## src/rtl/param_def.sv

```systemverilog
// param_def: shared Viterbi decoder constants and the branch-metric sequencer state type
package param_def;
    localparam int SLICED_INPUT_NUM = 6;
    localparam int MAX_STATE_NUM    = 256;
    localparam int RADIX            = 4;
    localparam int MAX_INPUT_NUM    = 4;
    localparam int SWEEP_CNT        = RADIX * MAX_STATE_NUM;

    typedef enum logic [1:0] {
        IDLE,
        SWEEP,
        RUN,
        WAIT_TB
    } bm_seq_state_t;
endpackage

```

## src/rtl/bm_sweep_cnt.sv

```systemverilog
// bm_sweep_cnt: W-bit sweep counter with clear, enable and terminal count at LEN-1
module bm_sweep_cnt #(
    parameter int W   = 10,
    parameter int LEN = 1 << W
) (
    input  logic         clk,
    input  logic         rst,
    input  logic         clr,
    input  logic         en,
    output logic [W-1:0] cnt,
    output logic         tc
);
    assign tc = cnt == W'(LEN - 1);

    always_ff @(posedge clk or negedge rst)
        if (!rst)
            cnt <= '0;
        else if (clr)
            cnt <= '0;
        else if (en)
            cnt <= cnt + W'(1);
endmodule

```

## src/rtl/bm_sequencer.sv

```systemverilog
// bm_sequencer: branch-metric table sweep then framed symbol admission; BM_SEQ_RECAL_EN adds i_recal re-sweep
module bm_sequencer
    import param_def::*;
#(
    parameter int FRAME_LEN = 64,
    parameter int SWEEP_LEN = SWEEP_CNT
) (
    input  logic        clk,
    input  logic        rst,
    input  logic        i_start,
    input  logic [5:0]  i_code,
    input  logic        i_cal_done,
    input  logic [5:0]  i_sym,
    input  logic        i_sym_valid,
    output logic        o_sym_ready,
    input  logic        i_tb_done,
`ifdef BM_SEQ_RECAL_EN
    input  logic        i_recal,
`endif
    output logic        o_en_bm,
    output logic [15:0] o_mux,
    output logic [9:0]  o_sweep_addr,
    output logic [5:0]  o_rx,
    output logic        o_rx_valid,
    output logic        o_frame_end,
    output logic        o_table_ready,
    output logic        o_err
);
    bm_seq_state_t state, state_nxt;
    logic [9:0]  cnt;
    logic [15:0] sym_cnt;
    logic        tc, hs, last, recal;

`ifdef BM_SEQ_RECAL_EN
    assign recal = i_recal && (state == WAIT_TB || (state == RUN && sym_cnt == '0));
`else
    assign recal = 1'b0;
`endif

    assign hs           = i_sym_valid && o_sym_ready;
    assign last         = hs && sym_cnt == 16'(FRAME_LEN - 1);
    assign o_en_bm      = state != IDLE;
    assign o_sym_ready  = state == RUN;
    assign o_sweep_addr = state == SWEEP ? cnt : '0;
    assign o_mux        = state == SWEEP ? {cnt, i_code} : o_en_bm ? 16'hFFFF : 16'h0000;

    bm_sweep_cnt #(.W(10), .LEN(SWEEP_LEN)) u_cnt (
        .clk (clk),
        .rst (rst),
        .clr (state != SWEEP || tc),
        .en  (state == SWEEP),
        .cnt (cnt),
        .tc  (tc)
    );

    always_comb begin
        state_nxt = state;
        case (state)
            IDLE:    state_nxt = i_start ? SWEEP : IDLE;
            SWEEP:   state_nxt = tc ? RUN : SWEEP;
            RUN:     state_nxt = recal ? SWEEP : last ? WAIT_TB : RUN;
            WAIT_TB: state_nxt = recal ? SWEEP : i_tb_done ? RUN : WAIT_TB;
            default: state_nxt = IDLE;
        endcase
    end

    always_ff @(posedge clk or negedge rst)
        if (!rst) begin
            state         <= IDLE;
            sym_cnt       <= '0;
            o_rx          <= '0;
            o_rx_valid    <= 1'b0;
            o_frame_end   <= 1'b0;
            o_table_ready <= 1'b0;
            o_err         <= 1'b0;
        end else begin
            state       <= state_nxt;
            sym_cnt     <= (recal || last) ? '0 : hs ? sym_cnt + 16'd1 : sym_cnt;
            o_rx        <= hs ? i_sym : o_rx;
            o_rx_valid  <= hs;
            o_frame_end <= last;
            if (state == SWEEP && tc)
                o_table_ready <= 1'b1;
            else if (recal)
                o_table_ready <= 1'b0;
            if (state == SWEEP && i_cal_done != tc)
                o_err <= 1'b1;
        end
endmodule

```

## config.mk

```make
export PLATFORM = sky130hd
export DESIGN_NAME = bm_sequencer
export DESIGN_NICKNAME = d
export VERILOG_FILES = /design/src/rtl/param_def.sv /design/src/rtl/bm_sweep_cnt.sv /design/src/rtl/bm_sequencer.sv
export SDC_FILE = /design/constraint.sdc
export NUM_CORES = 1
export LEC_CHECK = 0
export BUFFER_PORTS_ARGS = -buffer_cell sky130_fd_sc_hd__buf_2
export CAP_MARGIN = 0
export CORE_ASPECT_RATIO = 0.8
export CORE_MARGIN = 1
export CORE_UTILIZATION = 46
export DETAILED_ROUTE_END_ITERATION = 10
export PLACE_DENSITY = 0.75
export RECOVER_POWER = 50
export SLEW_MARGIN = 0
export SYNTH_ARGS = -nofsm -noshare
export SYNTH_HDL_FRONTEND = slang
export SYNTH_SLANG_ARGS = --single-unit
```

## constraint.sdc

```tcl
create_clock -name clk -period 1.5 [get_ports clk]
set_input_delay 0.15 -clock clk [delete_from_list [all_inputs] [get_ports clk]]
set_output_delay 0.15 -clock clk [all_outputs]
set_load 0.02 [all_outputs]
```

* Yosys cells after proc, flatten, opt, wreduce, memory -nomap -nowiden *
Index checks and enable logic that the tools add are counted.

storage, ports and cells
  register bits after elaboration = 38
  bits of input ports = 18
  output and inout port bits = 38
  word-level logic and storage cells = 38

cells by class
  add/subtract/negate cells = 2
  equality and inequality tests = 7
  mux-type cells = 12
  reduce and logical (&&, ||, !) cells = 9

operators with widths
  kind                                                  count
  two-way mux 16 bit                                    4
  two-way mux 10 bit                                    3
  adder 16 x 1 -> 16 bit, second input constant         1
  equality test 16 x 6 -> 1 bit, second input constant  1
  adder 10 x 1 -> 10 bit, second input constant         1
  equality test 10 bit, second input constant           1
  one-hot mux 2 bit (4 select lines)                    1
  nonzero test 2 bit                                    3
  equality test 2 bit, second input constant            2
  logical AND 1 bit                                     4
  two-way mux 1 bit                                     3
  equality test 2 x 1 -> 1 bit, second input constant   1
  zero test 2 bit                                       1
  two-way mux 2 bit                                     1
  != test 2 x 1 -> 1 bit, second input constant         1
  logical OR 1 bit                                      1
  != test 1 bit                                         1

* Logic depth before layout (Yosys ltp) *
Gate-level depths: netlist of the first run.

  word-level depth = 5
  depth in mapped cells = 6

* Hierarchy *
A second synthesis of the first run with hierarchy kept.

unflattened totals
  cell total of the unflattened synthesis = 198
  area total of the unflattened synthesis = 1908.1 um^2

by module, submodules not included
  module        instances  cells each  area an instance (um^2)  seq. area each (um^2)
  bm_sequencer  1          149         1403.8                   700.7
  bm_sweep_cnt  1          49          504.2                    250.2

* Least setup slack after synthesis of the first run *
OpenSTA, ideal clock, no wires.

  path type = reg2out
  start = reg state[1]
  end = out o_mux[12]
  arrival time = 1.316 ns
  data required time = 1.350 ns
  path slack = 0.034 ns
  stages on the path, launching flop included = 5
  buffers on the path = 1
  path through = dfrtp_1 > nor2b_1 > clkbuf_1 > and2_1 > or2_1

on the way
  word-level cells in the longest chain between the ends = 3
  elaborated cells between the ends (all ways) = 4

ends and longest elaborated chain
  item                    line                source
  from (decl)             bm_sequencer.sv:29  bm_seq_state_t state, state_nxt;
  from (signal assigned)  bm_sequencer.sv:77  state <= state_nxt;
  nonzero test 2 bit      bm_sequencer.sv:42  assign o_en_bm = state != IDLE;
  two-way mux 16 bit      bm_sequencer.sv:45  assign o_mux = state == SWEEP ? {cnt, i_code} : o_en_bm ? 16'hFFFF : 16'h0000;
  two-way mux 16 bit *    bm_sequencer.sv:45
  to (decl)               bm_sequencer.sv:21  output logic [15:0] o_mux,

Mark *: on every way between the ends. The rest lies on a longest branch, timed or not.

* Final worst setup path of the first run *
  start = reg state[0]
  end = out o_mux[12]

Same word-level chain as after synthesis.

==> results of run 1 <==
## synth_stat cells, drive strengths merged
master / instances / area share
a211o: 1 / 0.0046
a21o: 9 / 0.035
a21oi: 1 / 0.0026
a221oi: 1 / 0.0046
and2: 10 / 0.033
and3: 3 / 0.0098
buf: 3 / 0.0078
clkbuf: 3 / 0.0059
dfrtp: 38 / 0.50
ha: 2 / 0.013
inv: 6 / 0.012
nand2: 25 / 0.049
nand2b: 4 / 0.013
nand3: 13 / 0.034
nand3b: 1 / 0.010
nand4: 5 / 0.027
nor2: 21 / 0.041
nor2b: 2 / 0.0065
nor3: 4 / 0.019
nor4: 4 / 0.020
o21ai: 2 / 0.0052
or2: 12 / 0.039
or3: 1 / 0.0033
or4: 1 / 0.0059
xnor2: 12 / 0.055
xor2: 10 / 0.046
## cell type report
| type | count | area (um^2) |
|---|---|---|
| sequential | 38 | 952 |
| multi-input combinational | 144 | 1010 |
| fill | 286 | 1110 |
| timing repair buffer | 83 | 568 |
| clock inverter | 2 | 60.1 |
| clock buffer | 6 | 82.6 |
| tap | 55 | 68.8 |
| inverter | 6 | 25.0 |
## metal layers
layer	track usage	routed length (um)
met5	0	0
met4	0.0934	84
met3	0.0455	165
met2	0.299	2000
met1	0.302	2190
## flip-flops by register name, indices dropped and copies added (netlist names)
signal / count
u_cnt.cnt: 10
state: 2
sym_cnt: 16
o_rx: 6
o_table_ready: 1
o_frame_end: 1
o_err: 1
o_rx_valid: 1
## per-stage QoR
step | util | TNS (ns)
6_report | 0.713 | -1.02
5_1_grt | 0.713 | -2.33
4_1_cts | 0.695 | -0.963
3_5_place_dp | 0.623 | 0
3_3_place_gp | 0.623 | 0
2_1_floorplan | - | 0
## worst max-delay path by stage
| stage | startpoint | end | slack [ns] | cells past startpoint |
|---|---|---|---|---|
| after floorplan | state[1] | o_mux[12] | 0.03 | 4 |
| after global placement | state[1] | state[0] | 0.03 | 5 |
| after global routing | state[0] | o_mux[12] | -0.21 | 5 |
| after detailed placement | u_cnt.cnt[1] | o_err | 0.003 | 6 |
| final | state[0] | o_mux[12] | -0.16 | 5 |
| after CTS | state[0] | o_mux[12] | -0.11 | 5 |
## worst register-to-register path, cell delays in order, from the launching register on
cell      delay [ns]
dfrtp_2         0.43
buf_4           0.15
nand3b_4        0.13
nor4_4          0.36
nand3_1         0.13
xnor2_1         0.20
## repair_timing
action | 4_1_cts | 5_1_grt
gates cloned | 1 | 0
hold endpoints to repair | 19 | 0
setup endpoints to repair | 20 | 38
gates resized for setup | 32 | 21
pin swaps | 6 | 13
setup buffers | 2 | 1
hold buffers | 1 | 0
## kinds of logic (layout without fill, tap and decap cells)
kind of cell	after synthesis	count (layout)
XOR/XNOR	22	22
AO/OA/AOI/OAI	14	14
buffers and inverters	12	97
flip-flops	38	38
adder cells (fa/ha/maj)	2	2
AND/OR/NAND/NOR	106	106
## where the power goes
| part | internal, W | total (W) | leakage (nW) | switching (W) |
|---|---|---|---|---|
| combinational | 0.000559 | 0.00116 | 0.956 | 0.000599 |
| clock | 0.000709 | 0.00108 | 0.0714 | 0.000367 |
| sequential | 0.00111 | 0.00120 | 0.504 | 0.0000846 |
| total | 0.00238 | 0.00343 | 1.53 | 0.00105 |
==> impl_metrics.csv, run 1 <==
group,metric,value,unit
synthesis,synth_top_family_by_area,"simple AND/OR/NAND/NOR gates",
drt,wirelength,4440,um
finish,layout.cells.most_common_list,"dfrtp_1, buf_2, buf_4",
synthesis,synthXorXnorAreaFrac,0.101,
drt,vias_per_cell,4.84,
setup_path,crit_fanout,6,
cts,cts.sinks,38,
min_path,min_from,"i_sym[1]",
synthesis,ys_seq_elements,38,
setup_path,cp_common_cell,"buf_6",
min_path,min_path_type,"input pin to flip-flop",
global_routing,grt_max_degree,21,
floorplan,core-area,3880,um^2
global_routing,grt_use_total,0.208,
status,outcome,"finished with violations",
sta,slew_viol_final,0,
cts,tritoncts,"yes",
floorplan,placementRows,20,
synthesis,ys_types,33,
drt,drcViolationCount,0,
synthesis,synth_cells,194,
synthesis,synthAdderAreaFrac,0.0131,
sta,finalCriticalPeriod,1.66,ns
drt,drtAntennaViolNets,0,
floorplan,pin_count,56,
setup_path,rr_worst_depth,5,
pwr,p_leak,1.53,nW
cts,numCtsBuffers,5,
setup_path,regToRegSetupSlack,0.02,ns
synthesis,syn_nets,214,
synthesis,synth-simple-area-share,0.311,
setup_path,crit_type,"flip-flop to output port",
min_path,whs_endpoint,"o_rx[1]",
sta,setup_viol,11,
drt,drt_first_pass_iters,4,
setup_path,r2r_start,"state[1]",
finish,area_growth,44.5,%
sta,finalClockSkew,0.00689,ns
place,hpwl,3020,um
finish,drive_gt1_frac,0.409,
global_routing,grt_pass1_vias,1461,
cts,clk_latency,0.29,ns
place,placed_cell_area,2420,um^2
floorplan,fp.dieW,74.1,um
status,violations,"negative setup slack",
cts,clk_path_buf_depth,2,
drt,drt_iter0_drc,77,
setup_path,crit_slowest_cell,"dfrtp_1",
setup_path,timing.rr.end,"sym_cnt[12]",
sta,fin_crit_sh,1.11,
setup_path,arrival,1.51,ns
setup_path,critPathBufInv,2,
sta,setup_ws,-0.159,ns
pwr,peakVddDrop,886,uV
setup_path,path_cells,"nor2b_4, buf_6, and2_1, or2_1, buf_6",
finish,diodes,0,
sta,max_freq,603,MHz
synthesis,synth_mux_area_frac,0,
place,dpl.cell_count,321,
global_routing,grt-ovfl-total,0,
floorplan,dieHeight,59.7,um
setup_path,slowest_delay,0.39,ns
floorplan,die_area,4420,um^2
cts,cts_root_buf,"clkbuf_8",
setup_path,worstPathRequired,1.35,ns
sta,tightest_slew,0.488,ns
synthesis,synth_compound_area_frac,0.0523,
sta,rsz0062_at_grt,"true",
global_routing,grt_pass1_wl,6780,um
sta,whs,0.0455,ns
pwr,power.total,0.00343,W
run,drv_cap,0,
floorplan,initial_utilization,0.493,
finish,final_nets,298,
cts,clkTransAtPathRegs,0.08,ns
sta,slew-limit-headroom,0.675,
finish,final_area,2770,um^2
drt,vias,1615,
synthesis,synth_area,1910,um^2
cts,htree_levels,2,
synthesis,seq_area_frac_synth,0.497,
setup_path,cp_top_family,"simple AND/OR/NAND/NOR gates",
finish,instances_no_fill,334,
place,place_ws,0.00313,ns
pwr,p_per_area,1240,nW/um^2
sta,hold_viol,0,
global_routing,antenna_found_initial,0,
min_path,holdPathStages,3,
drt,wl_per_cell,13.3,um
place,place.gp.congestion,0.825,
setup_path,worstSetupEndpointType,"output port",
finish,final_common_cell,"dfrtp_1",
synthesis,yosysWarnings,0,
place,io_buffers,55,
synthesis,syn_avg_cell_area,9.86,um^2
setup_path,critPathLaunchType,"flip-flop",
No activity file was read; power rests on OpenSTA's default activity.
==> run 2, diff against run 1 <==
Settings changed: BUFFER_PORTS_ARGS -buffer_cell sky130_fd_sc_hd__buf_2 to default, CORE_MARGIN 1 to 1.5, CORE_UTILIZATION 46 to 23, DONT_BUFFER_PORTS from default to 1, PLACE_DENSITY 0.75 to default.
==> impl_metrics.csv, run 2 (same netlist as run 1, synthesis figures left out) <==
group,metric,value,unit
sta,setup_ws,-0.0347,ns
finish,layout.cells.most_common_list,"dfrtp_1, buf_4, nand2_1",
sta,fin_crit_sh,1.02,
setup_path,slowest_delay,0.40,ns
setup_path,worstSetupEndpointType,"output port",
pwr,p_clk_frac,0.273,
drt,vias_per_cell,4.21,
drt,drcViolationCount,0,
finish,diodes,0,
cts,clk_path_buf_depth,2,
drt,wl_per_cell,12.7,um
sta,slew-limit-headroom,0.357,
cts,tritoncts,"yes",
pwr,p_sw,0.00103,W
place,io_buffers,0,
finish,final_common_cell,"dfrtp_1",
floorplan,pin_count,56,
sta,rsz0062_at_grt,"true",
global_routing,grt_pass1_wl,7210,um
pwr,p_leak,1.41,nW
cts,clk_latency,0.29,ns
floorplan,dieHeight,84.6,um
status,outcome,"finished with violations",
setup_path,critPathLaunchType,"flip-flop",
drt,drt_iter0_drc,78,
setup_path,r2r_start,"sym_cnt[6]",
drt,drt_first_pass_iters,5,
setup_path,crit_fanout,8,
drt,wl_met2,2150,um
drt,wl_met3,264,um
finish,nFillCells,807,
drt,wirelength,4510,um
finish,final_nets,265,
global_routing,grt-ovfl-total,0,
sta,tightest_slew,0.965,ns
sta,hold_viol,0,
cts,numCtsBuffers,5,
global_routing,grt_max_degree,39,
setup_path,startpoint,"state[0]",
sta,max_freq,652,MHz
drt,highest_layer,"met4",
status,violations,"negative setup slack",
finish,reg.largest.list,"sym_cnt (16), u_cnt.cnt (10), o_rx (6)",
drt,met1_length,2030,um
floorplan,fp.dieW,105,um
place,hpwl,3200,um
floorplan,initial_utilization,0.240,
cts,htree_levels,2,
sta,finalClockSkew,0.00588,ns
sta,finalCriticalPeriod,1.53,ns
setup_path,crit_slowest_cell,"dfrtp_1",
finish,regArea,952,um^2
pwr,power_frac_comb,0.351,
finish,area_growth,41.8,%
pwr,power.total,0.00320,W
sta,setup_viol,8,
pwr,p_seq_frac,0.376,
pwr,p_per_area,1180,nW/um^2
finish,final_util,0.340,
min_path,min_path_type,"input pin to flip-flop",
setup_path,arrival,1.38,ns
finish,multi_input_area,1050,um^2
place,place.gp.congestion,0.801,
floorplan,placementRows,29,
pwr,peakVddDrop,555,uV
pwr,p_sw_frac,0.323,
cts,clkTransAtPathRegs,0.08,ns
cts,cts_root_buf,"clkbuf_8",
floorplan,die_area,8880,um^2
sta,slew_viol_final,0,
run,drv_cap,0,
global_routing,antenna_found_initial,0,
pwr,internal_power,0.00216,W
finish,largest-register,"sym_cnt",
setup_path,worstPathRequired,1.35,ns
global_routing,grt_pass1_vias,1434,
place,place_ws,-0.00911,ns
finish,drive_gt1_frac,0.362,
drt,vias,1489,
setup_path,crit_type,"flip-flop to output port",
min_path,min_from,"i_cal_done",
finish,largest_reg_flops,16,
setup_path,path_cells,"nor2b_4, buf_6, and2_4, or2_4",
drt,drtAntennaViolNets,0,
floorplan,core-area,7980,um^2
cts,cts.sinks,38,
global_routing,grt_use_total,0.104,
run 2: changes by cell type in the layout (fill, tap and decap cells not counted), moves of 2 or more:
cell and delta:
nor2_4 +2, dlygate4sd3_1 +6, buf_2 -36, or2_4 +7, and2_4 +2, or2_2 -2
and2_1 -2, nor2_1 -2, or2_1 -5, buf_4 +2, clkbuf_1 -4, clkinv_2 +2
run 2: final timing paths:
check	end	slack, ns	cells past startpoint
worst max-delay path	o_mux[15]	-0.03	4
worst min-delay path	o_err	0.1	2
worst max register to register	sym_cnt[1]	0.02	3
worst min register to register	sym_cnt[13]	0.49	1
max in group asynchronous	state[1]	0.30	2
min in group asynchronous	o_table_ready	0.55	2
run 2: what timing repair did:
item	in CTS	in global routing
hold endpoints to repair	44	0
hold buffers	8	0
setup buffers	2	3
pin swaps	11	17
endpoints found under the setup margin	30	33
resized for setup	31	19
cloned	0	0
run 2: power groups by stage:
stage	combinational [W]	sequential, W	clock, W
after floorplan	0.000562	0.00121	0
after global placement	0.000844	0.00120	0
after detailed placement	0.000861	0.00121	0
after CTS	0.00105	0.00119	0.000901
after global routing	0.00120	0.00122	0.000958
final	0.00112	0.00120	0.000874
run 2: critical path, delay by kind of cell (launching register included):
family,cells,cell delay [ns]
buffers and inverters,1,0.13
flip-flops,1,0.40
AND/OR/NAND/NOR,3,0.54
run 2: layer usage:
layer	vias up	track usage
met4	0	0.0336
met3	6	0.0334
met2	47	0.160
li1	741	-
met5	-	0
met1	695	0.140
run 2: per-stage QoR:
| stage | area [um^2] | hold WS, ns | instances | TNS, ns |
|---|---|---|---|---|
| 2_1_floorplan | 1910 | -0.146 | 194 | 0 |
| 3_3_place_gp | 2300 | -0.143 | 333 | -0.0397 |
| 3_5_place_dp | 2300 | -0.143 | 333 | -0.0256 |
| 4_1_cts | 2620 | 0.0924 | 351 | -0.306 |
| 5_1_grt | 2710 | 0.105 | 354 | -1.10 |
| 6_report | 2710 | 0.0999 | 354 | -0.171 |
run 2: area by class of cell:
class,count,share of cell area
Multi-Input combinational cell,144,0.387
Sequential cell,38,0.351
Timing Repair Buffer,50,0.163
Tap cell,108,0.0498
Clock buffer,5,0.0254
Clock inverter,3,0.0148
Inverter,6,0.00830
